$ cat config.mk
export PLATFORM = sky130hd
export DESIGN_NAME = random_sample_reader
export DESIGN_NICKNAME = d
export VERILOG_FILES = /design/src/rtl/random_engine_pkg.sv /design/src/rtl/register.sv /design/src/rtl/sample_fifo.sv /design/src/rtl/random_sample_reader.sv
export SDC_FILE = /design/constraint.sdc
export NUM_CORES = 1
export LEC_CHECK = 0
export ABC_AREA = 1
export ABC_CLOCK_PERIOD_IN_PS = 3500
export CAP_MARGIN = 20
export CORE_MARGIN = 10
export CORE_UTILIZATION = 49
export CTS_CLUSTER_SIZE = 20
export DETAILED_ROUTE_END_ITERATION = 8
export PLACE_DENSITY_LB_ADDON = 0.2
export SETUP_SLACK_MARGIN = 0.4
export SLEW_MARGIN = 20
export SYNTH_ARGS = -nofsm -noshare
export SYNTH_HDL_FRONTEND = slang
export SYNTH_HIERARCHICAL = 1
export SYNTH_SLANG_ARGS = --single-unit
$ cat constraint.sdc
create_clock -name clk -period 3.5 [get_ports clk]
set_input_delay 0.525 -clock clk [delete_from_list [all_inputs] [get_ports clk]]
set_output_delay 0.525 -clock clk [all_outputs]
set_load 0.02 [all_outputs]
$ cat src/rtl/random_engine_pkg.sv
// Shared definitions for the random sample reader: FSM encodings and default sizing.
package random_engine_pkg;

    localparam int DEF_NBITS = 8;
    localparam int DEF_DEPTH = 4;
    localparam int STATE_W   = 2;
    localparam int COUNT_W   = 8;

    typedef enum logic [STATE_W-1:0] {
        IDLE  = 2'd0,
        START = 2'd1,
        RUN   = 2'd2,
        DRAIN = 2'd3
    } state_t;

endpackage

$ cat src/rtl/register.sv
// Generic enable-gated register cell with synchronous active-high reset.
module register #(
    parameter int               WIDTH       = 1,
    parameter logic [WIDTH-1:0] RESET_VALUE = '0
) (
    input  logic             clk,
    input  logic             rst,
    input  logic             en,
    input  logic [WIDTH-1:0] d,
    output logic [WIDTH-1:0] q
);

    always_ff @(posedge clk) begin
        if (rst) begin
            q <= RESET_VALUE;
        end else if (en) begin
            q <= d;
        end
    end

endmodule

$ cat src/rtl/sample_fifo.sv
// Sample buffer: NBITS x DEPTH circular FIFO, simultaneous push/pop keeps occupancy.
module sample_fifo #(
    parameter int NBITS = 8,
    parameter int DEPTH = 4
) (
    input  logic             clk,
    input  logic             rst,
    input  logic             push,
    input  logic             pop,
    input  logic [NBITS-1:0] wdata,
    output logic [NBITS-1:0] rdata,
    output logic             full,
    output logic             empty,
    output logic             almost_full
);

    localparam int AW    = $clog2(DEPTH);
    localparam int CNT_W = AW + 1;

    logic [NBITS-1:0] mem [DEPTH];
    logic [AW-1:0]    wr_ptr;
    logic [AW-1:0]    rd_ptr;
    logic [CNT_W-1:0] count;
    logic             do_push;
    logic             do_pop;

    assign do_push     = push && !full;
    assign do_pop      = pop && !empty;
    assign full        = (count == CNT_W'(DEPTH));
    assign almost_full = (count == CNT_W'(DEPTH - 1));
    assign empty       = (count == '0);
    assign rdata       = mem[rd_ptr];

    // Storage carries no reset; only the pointers and occupancy define validity.
    always_ff @(posedge clk) begin
        if (do_push) begin
            mem[wr_ptr] <= wdata;
        end
    end

    always_ff @(posedge clk) begin
        if (rst) begin
            wr_ptr <= '0;
            rd_ptr <= '0;
            count  <= '0;
        end else begin
            if (do_push) begin
                wr_ptr <= wr_ptr + AW'(1);
            end
            if (do_pop) begin
                rd_ptr <= rd_ptr + AW'(1);
            end
            count <= count + CNT_W'(do_push) - CNT_W'(do_pop);
        end
    end

endmodule

$ cat src/rtl/random_sample_reader.sv
// Burst reader: starts/stops a random engine, buffers its samples and streams them out.
module random_sample_reader import random_engine_pkg::*; #(
    parameter int NBITS = DEF_NBITS,
    parameter int DEPTH = DEF_DEPTH
) (
    input  logic               clk,
    input  logic               rst,
    input  logic               req_val,
    output logic               req_rdy,
    input  logic [COUNT_W-1:0] req_count,
    output logic               eng_start,
    output logic               eng_stop,
    input  logic               eng_active,
    input  logic [NBITS-1:0]   eng_data,
    output logic               resp_val,
    input  logic               resp_rdy,
    output logic [NBITS-1:0]   resp_data,
    output logic               busy,
    output logic               done,
    output logic [STATE_W-1:0] dbg_state
);

    state_t             state;
    state_t             state_nxt;
    logic [STATE_W-1:0] state_q;
    logic [COUNT_W-1:0] remaining;
    logic [COUNT_W-1:0] remaining_nxt;
    logic               push;
    logic               pop;
    logic               fifo_full;
    logic               fifo_empty;
    logic               fifo_almost_full;

    register #(.WIDTH(STATE_W), .RESET_VALUE(STATE_W'(IDLE))) u_state_reg (
        .clk (clk),
        .rst (rst),
        .en  (1'b1),
        .d   (state_nxt),
        .q   (state_q)
    );

    register #(.WIDTH(COUNT_W), .RESET_VALUE('0)) u_remaining_reg (
        .clk (clk),
        .rst (rst),
        .en  (1'b1),
        .d   (remaining_nxt),
        .q   (remaining)
    );

    sample_fifo #(.NBITS(NBITS), .DEPTH(DEPTH)) u_fifo (
        .clk         (clk),
        .rst         (rst),
        .push        (push),
        .pop         (pop),
        .wdata       (eng_data),
        .rdata       (resp_data),
        .full        (fifo_full),
        .empty       (fifo_empty),
        .almost_full (fifo_almost_full)
    );

    assign state     = state_t'(state_q);
    assign dbg_state = state_q;
    assign busy      = (state != IDLE);
    assign resp_val  = !fifo_empty;
    assign pop       = resp_val && resp_rdy;

    // Handshakes: a request moves on req_val && req_rdy, a sample leaves on
    // resp_val && resp_rdy; the engine delivers one sample per eng_active cycle.
    always_comb begin
        state_nxt     = state;
        remaining_nxt = remaining;
        req_rdy       = 1'b0;
        eng_start     = 1'b0;
        eng_stop      = 1'b0;
        push          = 1'b0;
        done          = 1'b0;
        case (state)
            IDLE: begin
                req_rdy = 1'b1;
                if (req_val) begin
                    if (req_count != '0) begin
                        remaining_nxt = req_count;
                        state_nxt     = START;
                    end else begin
                        state_nxt = DRAIN;
                    end
                end
            end
            START: begin
                if (!fifo_full) begin
                    eng_start = 1'b1;
                    state_nxt = RUN;
                end
            end
            RUN: begin
                if (eng_active && !fifo_full) begin
                    push = 1'b1;
                    if (remaining != '0) begin
                        remaining_nxt = remaining - COUNT_W'(1);
                    end
                    if (remaining <= COUNT_W'(1)) begin
                        eng_stop  = 1'b1;
                        state_nxt = DRAIN;
                    end else if (fifo_almost_full && !pop) begin
                        // This capture takes the last free slot: pause the engine.
                        eng_stop  = 1'b1;
                        state_nxt = START;
                    end
                end
            end
            DRAIN: begin
                if (fifo_empty) begin
                    done      = 1'b1;
                    state_nxt = IDLE;
                end
            end
            default: state_nxt = IDLE;
        endcase
    end

endmodule

# After elaboration in Yosys (flattened, before gate mapping)

Memories as Yosys holds them, arrays and structs flattened. A register that Yosys moved wholly into a read port is not among the register bits.
Index checks and enable logic that the tools add are counted.

Register bits after elaboration: 17
Latch bits: 0
Memory bits (writable): 32
Bits in read-only memories: 0
Bits of input ports: 21
Logic and storage cells: 68
Memories kept: 1

Memories:

| memory     | depth | width | read ports | clocked after Yosys merged registers in | wr ports | RTL line          | source |
|---|---|---|---|---|---|---|---|
| u_fifo.mem | 4     | 8     | 1          | 1                                       | 1        | sample_fifo.sv:20 | `logic [NBITS-1:0] mem [DEPTH];` |

$add $sub $neg: 5
Multipliers: 0
Div/mod/pow operators: 0
$lt $le $gt $ge: 1
Equal/unequal tests: 12
Shift operators: 0
Mux-type cells: 28
Bitwise gates (word level): 0
Reductions and logical operators: 16

Operator list:

| cell                  | count |
|---|---|
| $mux W8               | 4 |
| $mux W2               | 9 |
| $pmux W8 S2           | 1 |
| $reduce_bool A8 Y1    | 2 |
| $mux W1               | 13 |
| $ne A2 B2 Y1 const B  | 5 |
| $reduce_and A5 Y1     | 2 |
| $le A8 B1 Y1 const B  | 1 |
| $pmux W2 S4           | 1 |
| $sub A8 B1 Y8 const B | 1 |
| $logic_and A1 B1 Y1   | 5 |
| $add A2 B1 Y2 const B | 2 |
| $eq A2 B2 Y1 const B  | 2 |
| $reduce_bool A2 Y1    | 2 |
| $add A3 B1 Y3         | 1 |
| $eq A3 B2 Y1 const B  | 1 |
| $eq A3 B3 Y1 const B  | 1 |
| $logic_not A1 Y1      | 3 |
| $logic_not A3 Y1      | 1 |
| $ne A3 B3 Y1 const B  | 1 |
| $sub A3 B1 Y3         | 1 |
| $eq A2 B1 Y1 const B  | 1 |
| $logic_not A2 Y1      | 1 |
| $ne A2 B1 Y1 const B  | 1 |

# Depth between registers and ports, before layout

Gate-level depths: netlist (run 1).

Word-level depth: 9
Depth in mapped cells: 15
Mapped depth without buffers: 15

# Cells and area by module

Netlist (run 1), hierarchy kept.

By module, submodules not included:

| module                     | instances | cells an instance | area an instance (µm²) | sequential area each (µm²) |
|---|---|---|---|---|
| sample_fifo                | 1         | 147               | 1689.1                 | 1141.1 |
| random_sample_reader       | 1         | 135               | 650.6                  | 0.0 |
| register (u_remaining_reg) | 1         | 51                | 341.6                  | 160.2 |
| register (u_state_reg)     | 1         | 13                | 81.3                   | 40.0 |

# Worst setup path before layout (run 1)

Ideal clock, no wire load.

Path kind: register -> register
Start point: register u_fifo.count[1]
End point: register u_fifo.count[2]
Setup time: 0.115 ns
Data arrival time: 2.268 ns
Required time: 3.385 ns
Path slack: 1.117 ns
Cell stages (with the launch flop): 14
Buffers on the path: 0
Period minus slack after synthesis: 2.383 ns
Cell sequence: dfxtp_1 nor2_1 nand2_1 inv_1 nor2_4 inv_2 nor2_1 nand2_1 ha_1 inv_1 ha_1 fa_1 a21oi_1 nor2_1

Word-level cells in the longest chain between the ends: 8

RTL lines:

| element                | RTL line                   | source |
|---|---|---|
| from (decl)            | sample_fifo.sv:23          | `logic [CNT_W-1:0] count;` |
| from (signal assigned) | sample_fifo.sv:53          | `count <= count + CNT_W'(do_push) - CNT_W'(do_pop);` |
| $eq A3 B3 Y1           | sample_fifo.sv:29          | `assign full = (count == CNT_W'(DEPTH));` |
| named net fifo_full    | random_sample_reader.sv:30 | `logic fifo_full;` |
| $logic_not A1 Y1       | random_sample_reader.sv:97 | `if (eng_active && !fifo_full) begin` |
| $logic_and A1 B1 Y1    | random_sample_reader.sv:97 |  |
| $mux W1                | random_sample_reader.sv:97 |  |
| $mux W1                | random_sample_reader.sv:78 | `case (state)` |
| named net push         | random_sample_reader.sv:28 | `logic push;` |
| $logic_and A1 B1 Y1    | sample_fifo.sv:27          | `assign do_push = push && !full;` |
| $add A3 B1 Y3          | sample_fifo.sv:53          |  |
| $sub A3 B1 Y3          | sample_fifo.sv:53          |  |

The timed path passes the listed nets, and every way through them passes these cells.
A chain may end at the register's enable or synchronous reset.

# Worst setup path after layout (run 1)

Start point: register u_fifo.count[1]
End point: output port eng_stop

RTL lines:

| element             | RTL line                   | source |
|---|---|---|
| $eq A3 B3 Y1        | sample_fifo.sv:29          |  |
| named net fifo_full | random_sample_reader.sv:30 |  |
| $logic_not A1 Y1    | random_sample_reader.sv:97 |  |
| $logic_and A1 B1 Y1 | random_sample_reader.sv:97 |  |
| $mux W1             | random_sample_reader.sv:97 |  |
| $mux W1             | random_sample_reader.sv:78 |  |
| to (decl)           | random_sample_reader.sv:12 | `output logic eng_stop,` |

The timed path passes the listed nets, and every way through them passes these cells.

==> results of run 1 <==
-- critical path, stage by stage (launching register included) --
cell,delay [ns]
dfxtp_1,0.39
nor2_1,0.08
nand2_1,0.17
inv_1,0.13
nor2_4,0.20
nand2_1,0.07
nor2_1,0.11
inv_1,0.05
o21ai_1,0.07
nand2_1,0.08
inv_1,0.06
clkdlybuf4s50_1,0.61
-- synth_stat cells, drive strengths merged --
master	n
ha	9
nor2	71
xor2	2
inv	61
o22ai	8
buf	4
a21oi	6
edfxtp	32
nand2	77
o21bai	1
fa	1
conb	1
o21ai	19
dfxtp	19
nor3	1
nand4	2
nand3	32
-- final cells by class --
| cell class | instances | area, µm² |
|---|---|---|
| fill | 497 | 2160 |
| sequential | 51 | 1340 |
| multi-input combinational | 234 | 1160 |
| timing repair buffer | 39 | 383 |
| inverter | 61 | 229 |
| tap | 72 | 90.1 |
| clock buffer | 6 | 72.6 |
| clock inverter | 2 | 37.5 |
-- worst min-delay path by stage --
stage / startpoint / to / slack, ns / cells past startpoint
2_1_floorplan: u_fifo/rd_ptr[0] / flop / 0.45 / 2
3_3_place_gp: u_fifo/rd_ptr[0] / u_fifo/rd_ptr[0] / 0.48 / 2
3_5_place_dp: u_fifo/rd_ptr[0] / u_fifo/rd_ptr[0] / 0.47 / 2
4_1_cts: u_fifo/rd_ptr[0] / u_fifo/rd_ptr[0] / 0.50 / 2
5_1_grt: u_fifo/rd_ptr[0] / flop / 0.52 / 2
6_report: u_fifo/rd_ptr[0] / u_fifo/rd_ptr[0] / 0.49 / 2
-- per-stage QoR --
step           util, %  instances  hold WS (ns)  total power [W]
2_1_floorplan        -        350         0.448         0.000869
3_3_place_gp      58.6        457         0.475         0.000955
3_5_place_dp      58.6        457         0.471         0.000959
4_1_cts           60.6        465         0.496          0.00136
5_1_grt           60.6        465         0.521          0.00142
6_report          60.6        465         0.490          0.00135
-- cell families after synthesis --
logic type | after synthesis | synth area share, %
AO/OA/AOI/OAI | 34 | 7.70
XOR/XNOR | 2 | 0.634
AND/OR/NAND/NOR | 183 | 28.3
buffers and inverters | 65 | 9.92
adder cells (fa/ha/maj) | 10 | 4.80
flip-flops | 51 | 48.6
other | 1 | 0.136
-- routing by layer --
layer  part of all wire, %  vias up
li1                      -     1180
met1                    44      976
met2                    49       54
met3                   5.6       12
met4                   1.4        0
met5                     0        -
-- sequential cells by signal, summed over array words and instances (netlist names), named ones only --
name and cells:
u_fifo/mem 32, u_remaining_reg/q 8, u_fifo/count 3, u_fifo/rd_ptr 2
u_fifo/wr_ptr 2, u_state_reg/q 2
-- power by group --
part / leakage [nW] / internal (W) / total, W / switching, W
sequential: 0.444 / 0.000658 / 0.000679 / 0.0000214
clock: 0.0514 / 0.000213 / 0.000401 / 0.000187
combinational: 0.938 / 0.000108 / 0.000268 / 0.000160
total: 1.43 / 0.000979 / 0.00135 / 0.000368
==> results.md, run 1 <==
- Worst Skew: 0.00691 ns
- Clock slew at reported path FFs: 0.09 ns
- Critical Path End Type: primary output
- Share of layout cells above drive strength 1: 9.16%
- Detailed Route WL: 5560 µm
- Finished Cell Area: 3320 µm²
- Sequential area share after synthesis: 48.6%
- Resized Gates After CTS: 0
- PwrDens: 406 nW/µm²
- Largest area contributor in the netlist: edfxtp_1
- Fmax: 353 MHz
- Vias in the first global route: 2101
- Vias/cell: 4.78
- Post-CTS Setup Bufs: 0
- CP Capture Point: eng_stop
- CTS tree: built
- Met1 Use GR: 14.5%
- Pre-antenna DRT Iters: 4
- Final nets: 423
- Syn_area_per_cell: 7.98 µm²
- Antenna Cells: 0
- M3 GR Usage: 4.48%
- R2R setup slack: 0.80 ns
- Lkg Pwr: 1.43 nW
- Crit Path Class: flop to primary output
- Worst EP arrival: 2.31 ns
- Rows: 27
- Total of max-cap violations: 0
- Reg-to-Reg Start: u_fifo/count[1]
- Final setup TNS: 0 ns
- Longest Clk Path Bufs: 2
- Die ar.: 9040 µm²
- Pre-CTS setup slack: 0.523 ns
- Critical Path Start Type: flop
- Worst reg-to-reg path cell count: 13
- Global route overflow: 0
- Worst Path Required: 2.97 ns
- First-pass GRT wire length: 9190 µm
- CTS Buf Count: 5
- I/O pin count: 37
- ANT nets after route: 0
- Met2 Resource Use GR: 22.4%
- Placed instance area: 3210 µm²
- Max Slew Vio Count: 0
- Dpl hpwl: 4050 µm
- Drt drc: 0
- Most frequent cells in the layout: 75 x nand2_1, 60 x nor2_1, 52 x inv_1
- Synth warn: 6
- Outcome: completed
- Fin crit share: 80.9%
- Area of the mapped netlist: 2760 µm²
- Setup slack after layout: 0.667 ns
- Cell count after synthesis: 346
- FF+latch count, synth: 51
- Routed length per instance: 12.0 µm
- Clk_lat worst skew: 0.30 ns
- Core area: 5470 µm²
- Final setup fails: 0
- Die height: 95.1 µm
- Initial Util: 50.5%
- GR peak layer: met2
- H-tree Lvls: 2
- Critical Path Fanout Max: 7
- Share of the synthesized area in the top cell type: 34.8%
- CTS Root Cell: clkbuf_8
- Area delta synth->final: 20.0%
- Vias: 2222
- Worst hold path class: flop to flop
- Crit path launch: u_fifo/count[1]
- GRT Util Overall: 12.8%
- Main area contributors after synthesis: edfxtp_1 35%, dfxtp_1 14%, nand2_1 10%, nor2_1 8.2%, inv_1 7.1%
- Min Tclk post-route: 2.83 ns
- DRT iter0 DRCs: 70
- Unique cell type count in the Yosys netlist: 24
- Max transition margin: 50.1%
- Clk sinks: 51
- Commonest non-fill, non-tap cell in the layout: nand2_1
- Initial antenna violation count: 0
- RSZ-0062 raised after global routing: false
- Hold-fix buffers, CTS: 0
- Die X: 95.1 µm
- GPL Wtd Cong: 0.832
- Worst slew pin tran: 0.746 ns
- Maximum vdd drop: 0.000243 V
- Largest net degree at the start of global routing: 18
- Final hold vios: 0
- Worst R2R End: u_fifo/count[2]
- PortBufs: 36
Note: power is estimated with default switching activity, not from simulation.
==> inputs of run 2 (changes only) <==
--- a/config.mk
+++ b/config.mk
@@ -6,7 +6,7 @@
 export NUM_CORES = 1
 export LEC_CHECK = 0
 export ABC_AREA = 1
-export ABC_CLOCK_PERIOD_IN_PS = 3500
+export ABC_CLOCK_PERIOD_IN_PS = 2300
 export CAP_MARGIN = 20
 export CORE_MARGIN = 10
 export CORE_UTILIZATION = 49
==> constraint.sdc (replaced) <==
create_clock -name clk -period 2.3 [get_ports clk]
set_input_delay 0.345 -clock clk [delete_from_list [all_inputs] [get_ports clk]]
set_output_delay 0.345 -clock clk [all_outputs]
set_load 0.02 [all_outputs]
==> run 2 against run 1 <==
Against the previous run:
- global-route usage increased by 0.67 points
- power increased by 57%
- sequential share of layout area decreased by 2.3 points
- combinational power increased by 76%
- register-to-register slack got worse by 0.59 ns
- clock power increased by 53%
- final cell count increased by 4.7%
- clock-buffer cell count decreased by 1
==> results.md, run 2 (synthesis results as in run 1) <==
- ANT nets after route: 0 (unchanged)
- Total of max-cap violations: 0 (unchanged)
- Worst Hold Path EP: u_fifo/rd_ptr[0]
- Clk sinks: 51 (unchanged)
- Min Tclk post-route: 2.09 ns
- Initial antenna violation count: 0 (unchanged)
- Vias/cell: 4.77 (about the same)
- Critical Path End Type: flop
- Max stage delay on crit path: 0.52 ns (-0.09 ns)
- Final setup fails: 0 (unchanged)
- Maximum vdd drop: 0.000329 V (+35%)
- CTS tree: built
- RSZ-0062 raised after global routing: true
- Final hold vios: 0 (unchanged)
- Critical Path Start Type: flop
- Pre-antenna DRT Iters: 4 (unchanged)
- Clk_lat worst skew: 0.30 ns (about the same)
- Worst hold path class: flop to flop
- Final nets: 445 (+5.2%)
- Met1 Use GR: 14.0% (-0.43 points)
- Rows: 27 (unchanged)
- GR peak layer: met2
- Drt drc: 0 (unchanged)
- PortBufs: 36 (unchanged)
- Vias in the first global route: 2285 (+8.8%)
- CTS Buf Count: 5 (unchanged)
- Max reg flops: 32 (unchanged)
- Max Slew Vio Count: 0 (unchanged)
- Setup slack after layout: 0.213 ns (-0.454 ns)
- Worst Skew: 0.00849 ns (+0.00158 ns)
- R2R setup slack: 0.21 ns (-0.59 ns)
- Antenna Cells: 0 (unchanged)
- Detailed Route WL: 5960 µm (+7.2%)
- Worst reg-to-reg path cell count: 13 (unchanged)
- Placed instance area: 3310 µm² (+3.4%)
- Worst EP arrival: 2.32 ns (about the same)
- Worst Path Required: 2.53 ns (-0.44 ns)
- Die ar.: 9040 µm² (unchanged)
- Fill cells: 464 (-6.6%)
- H-tree Lvls: 2 (unchanged)
- Reg-to-Reg Start: u_fifo/count[1]
- Finished Cell Area: 3550 µm² (+7.1%)
- Crit Path Class: flop to flop
- GRT Util Overall: 13.4% (+0.67 points)
- Lkg Pwr: 1.58 nW (+9.9%)
- Outcome: completed
- Longest Clk Path Bufs: 2 (unchanged)
- Routed length per instance: 12.2 µm (+2.4%)
- Regs by FF count: u_fifo/mem x32, u_remaining_reg/q x8, u_fifo/count x3
- Dpl hpwl: 4230 µm (+4.4%)
- Die X: 95.1 µm (unchanged)
- Final Util: 64.9% (+4.3 points)
- Area delta synth->final: 28.6%
- GPL Wtd Cong: 0.818 (-1.6%)
- Clock slew at reported path FFs: 0.09 ns (about the same)
- Critical Path Fanout Max: 4 (-3)
- First-pass GRT wire length: 9710 µm (+5.6%)
- Power Total: 0.00211 W (+57%)
- I/O pin count: 37 (unchanged)
- Core area: 5470 µm² (unchanged)
- Worst R2R End: u_fifo/count[1]
- Fin crit share: 90.7%
- Critical-path cell list: nor2_4, nand2_2, inv_2, nor2_4, inv_2, nor2_4, nand2_4, ha_4, inv_2, ha_4, fa_2, inv_2, nor2_2
- Fmax: 479 MHz
- Global route overflow: 0 (unchanged)
- Pre-CTS setup slack: -0.132 ns (-0.655 ns)
- Vias: 2325 (+4.6%)
- DRT iter0 DRCs: 94 (+34%)
- Largest Register: u_fifo/mem
- Most frequent cells in the layout: 72 x nand2_1, 55 x nor2_1, 46 x inv_1
- Commonest non-fill, non-tap cell in the layout: nand2_1
- M3 GR Usage: 3.69% (-0.79 points)
- Die height: 95.1 µm (unchanged)
- Slowest cell on crit path: fa_2
- Initial Util: 50.5% (unchanged)
- Crit-path most repeated cell: inv_2
- Share of layout cells above drive strength 1: 21.2% (+12 points)
- Hold Path Origin: u_fifo/rd_ptr[0]
- WHS Path Cells: 2 (unchanged)
- Met2 Resource Use GR: 24.4% (+2.0 points)
- Largest net degree at the start of global routing: 17 (-1)
- PwrDens: 595 nW/µm² (+46%)
- CTS Root Cell: clkbuf_8
-- run 2: metal layers --
metal | up-vias | share of wire [%]
met5 | - | 0
li1 | 1226 | -
met4 | 0 | 2.2
met2 | 53 | 50
met1 | 1033 | 42
met3 | 13 | 5.7
-- run 2: worst max path at each step --
stage	start	to	slack, ns	depth (start not counted)
4_1_cts	u_remaining_reg/q[0]	eng_stop	0.18	9
6_report	u_fifo/count[1]	u_fifo/count[1]	0.21	13
2_1_floorplan	u_fifo/count[1]	u_fifo/count[1]	0.18	13
3_3_place_gp	eng_active	eng_stop	-0.06	10
5_1_grt	u_fifo/count[1]	u_fifo/count[1]	0.14	13
3_5_place_dp	eng_active	u_fifo/count[1]	-0.13	12
-- run 2: final cells by class --
| cell class | count | area [µm²] | share of cell area, % |
|---|---|---|---|
| flip-flops and latches | 51 | 1360 | 38.2 |
| multi-input cells | 234 | 1240 | 34.9 |
| repair buffers | 61 | 518 | 14.6 |
| inverters | 61 | 236 | 6.66 |
| well taps | 72 | 90.1 | 2.54 |
| clock buffers | 5 | 68.8 | 1.94 |
| clock inverters | 3 | 43.8 | 1.23 |
-- run 2: critical path: cells and delay by family, from the launching register on --
family	cells	cell delay, ns
flops	1	0.37
simple gates	6	0.52
fa+ha+maj	3	0.92
buf+inv	4	0.19
-- run 2: power by group --
group          leakage [nW]  internal, W  total (W)  switching [W]
sequential            0.448      0.00100    0.00103      0.0000299
combinational          1.07     0.000196   0.000471       0.000275
clock                0.0581     0.000324   0.000614       0.000290
total                  1.58      0.00152    0.00211       0.000595
-- run 2: stage by stage --
stage                     hold slack, ns  TNS [ns]  std cells
after floorplan                    0.409         0        350
after global placement             0.467    -0.101        466
after detailed placement           0.473    -0.261        466
after CTS                          0.495         0        482
after global routing               0.537         0        487
final                              0.488         0        487
-- run 2: timing repair --
action / 4_1_cts / 5_1_grt
hold buffers: 0 / 0
gates resized for setup: 34 / 17
pin swaps: 6 / 8
setup endpoints to repair: 17 / 13
buffers inserted: 8 / 5
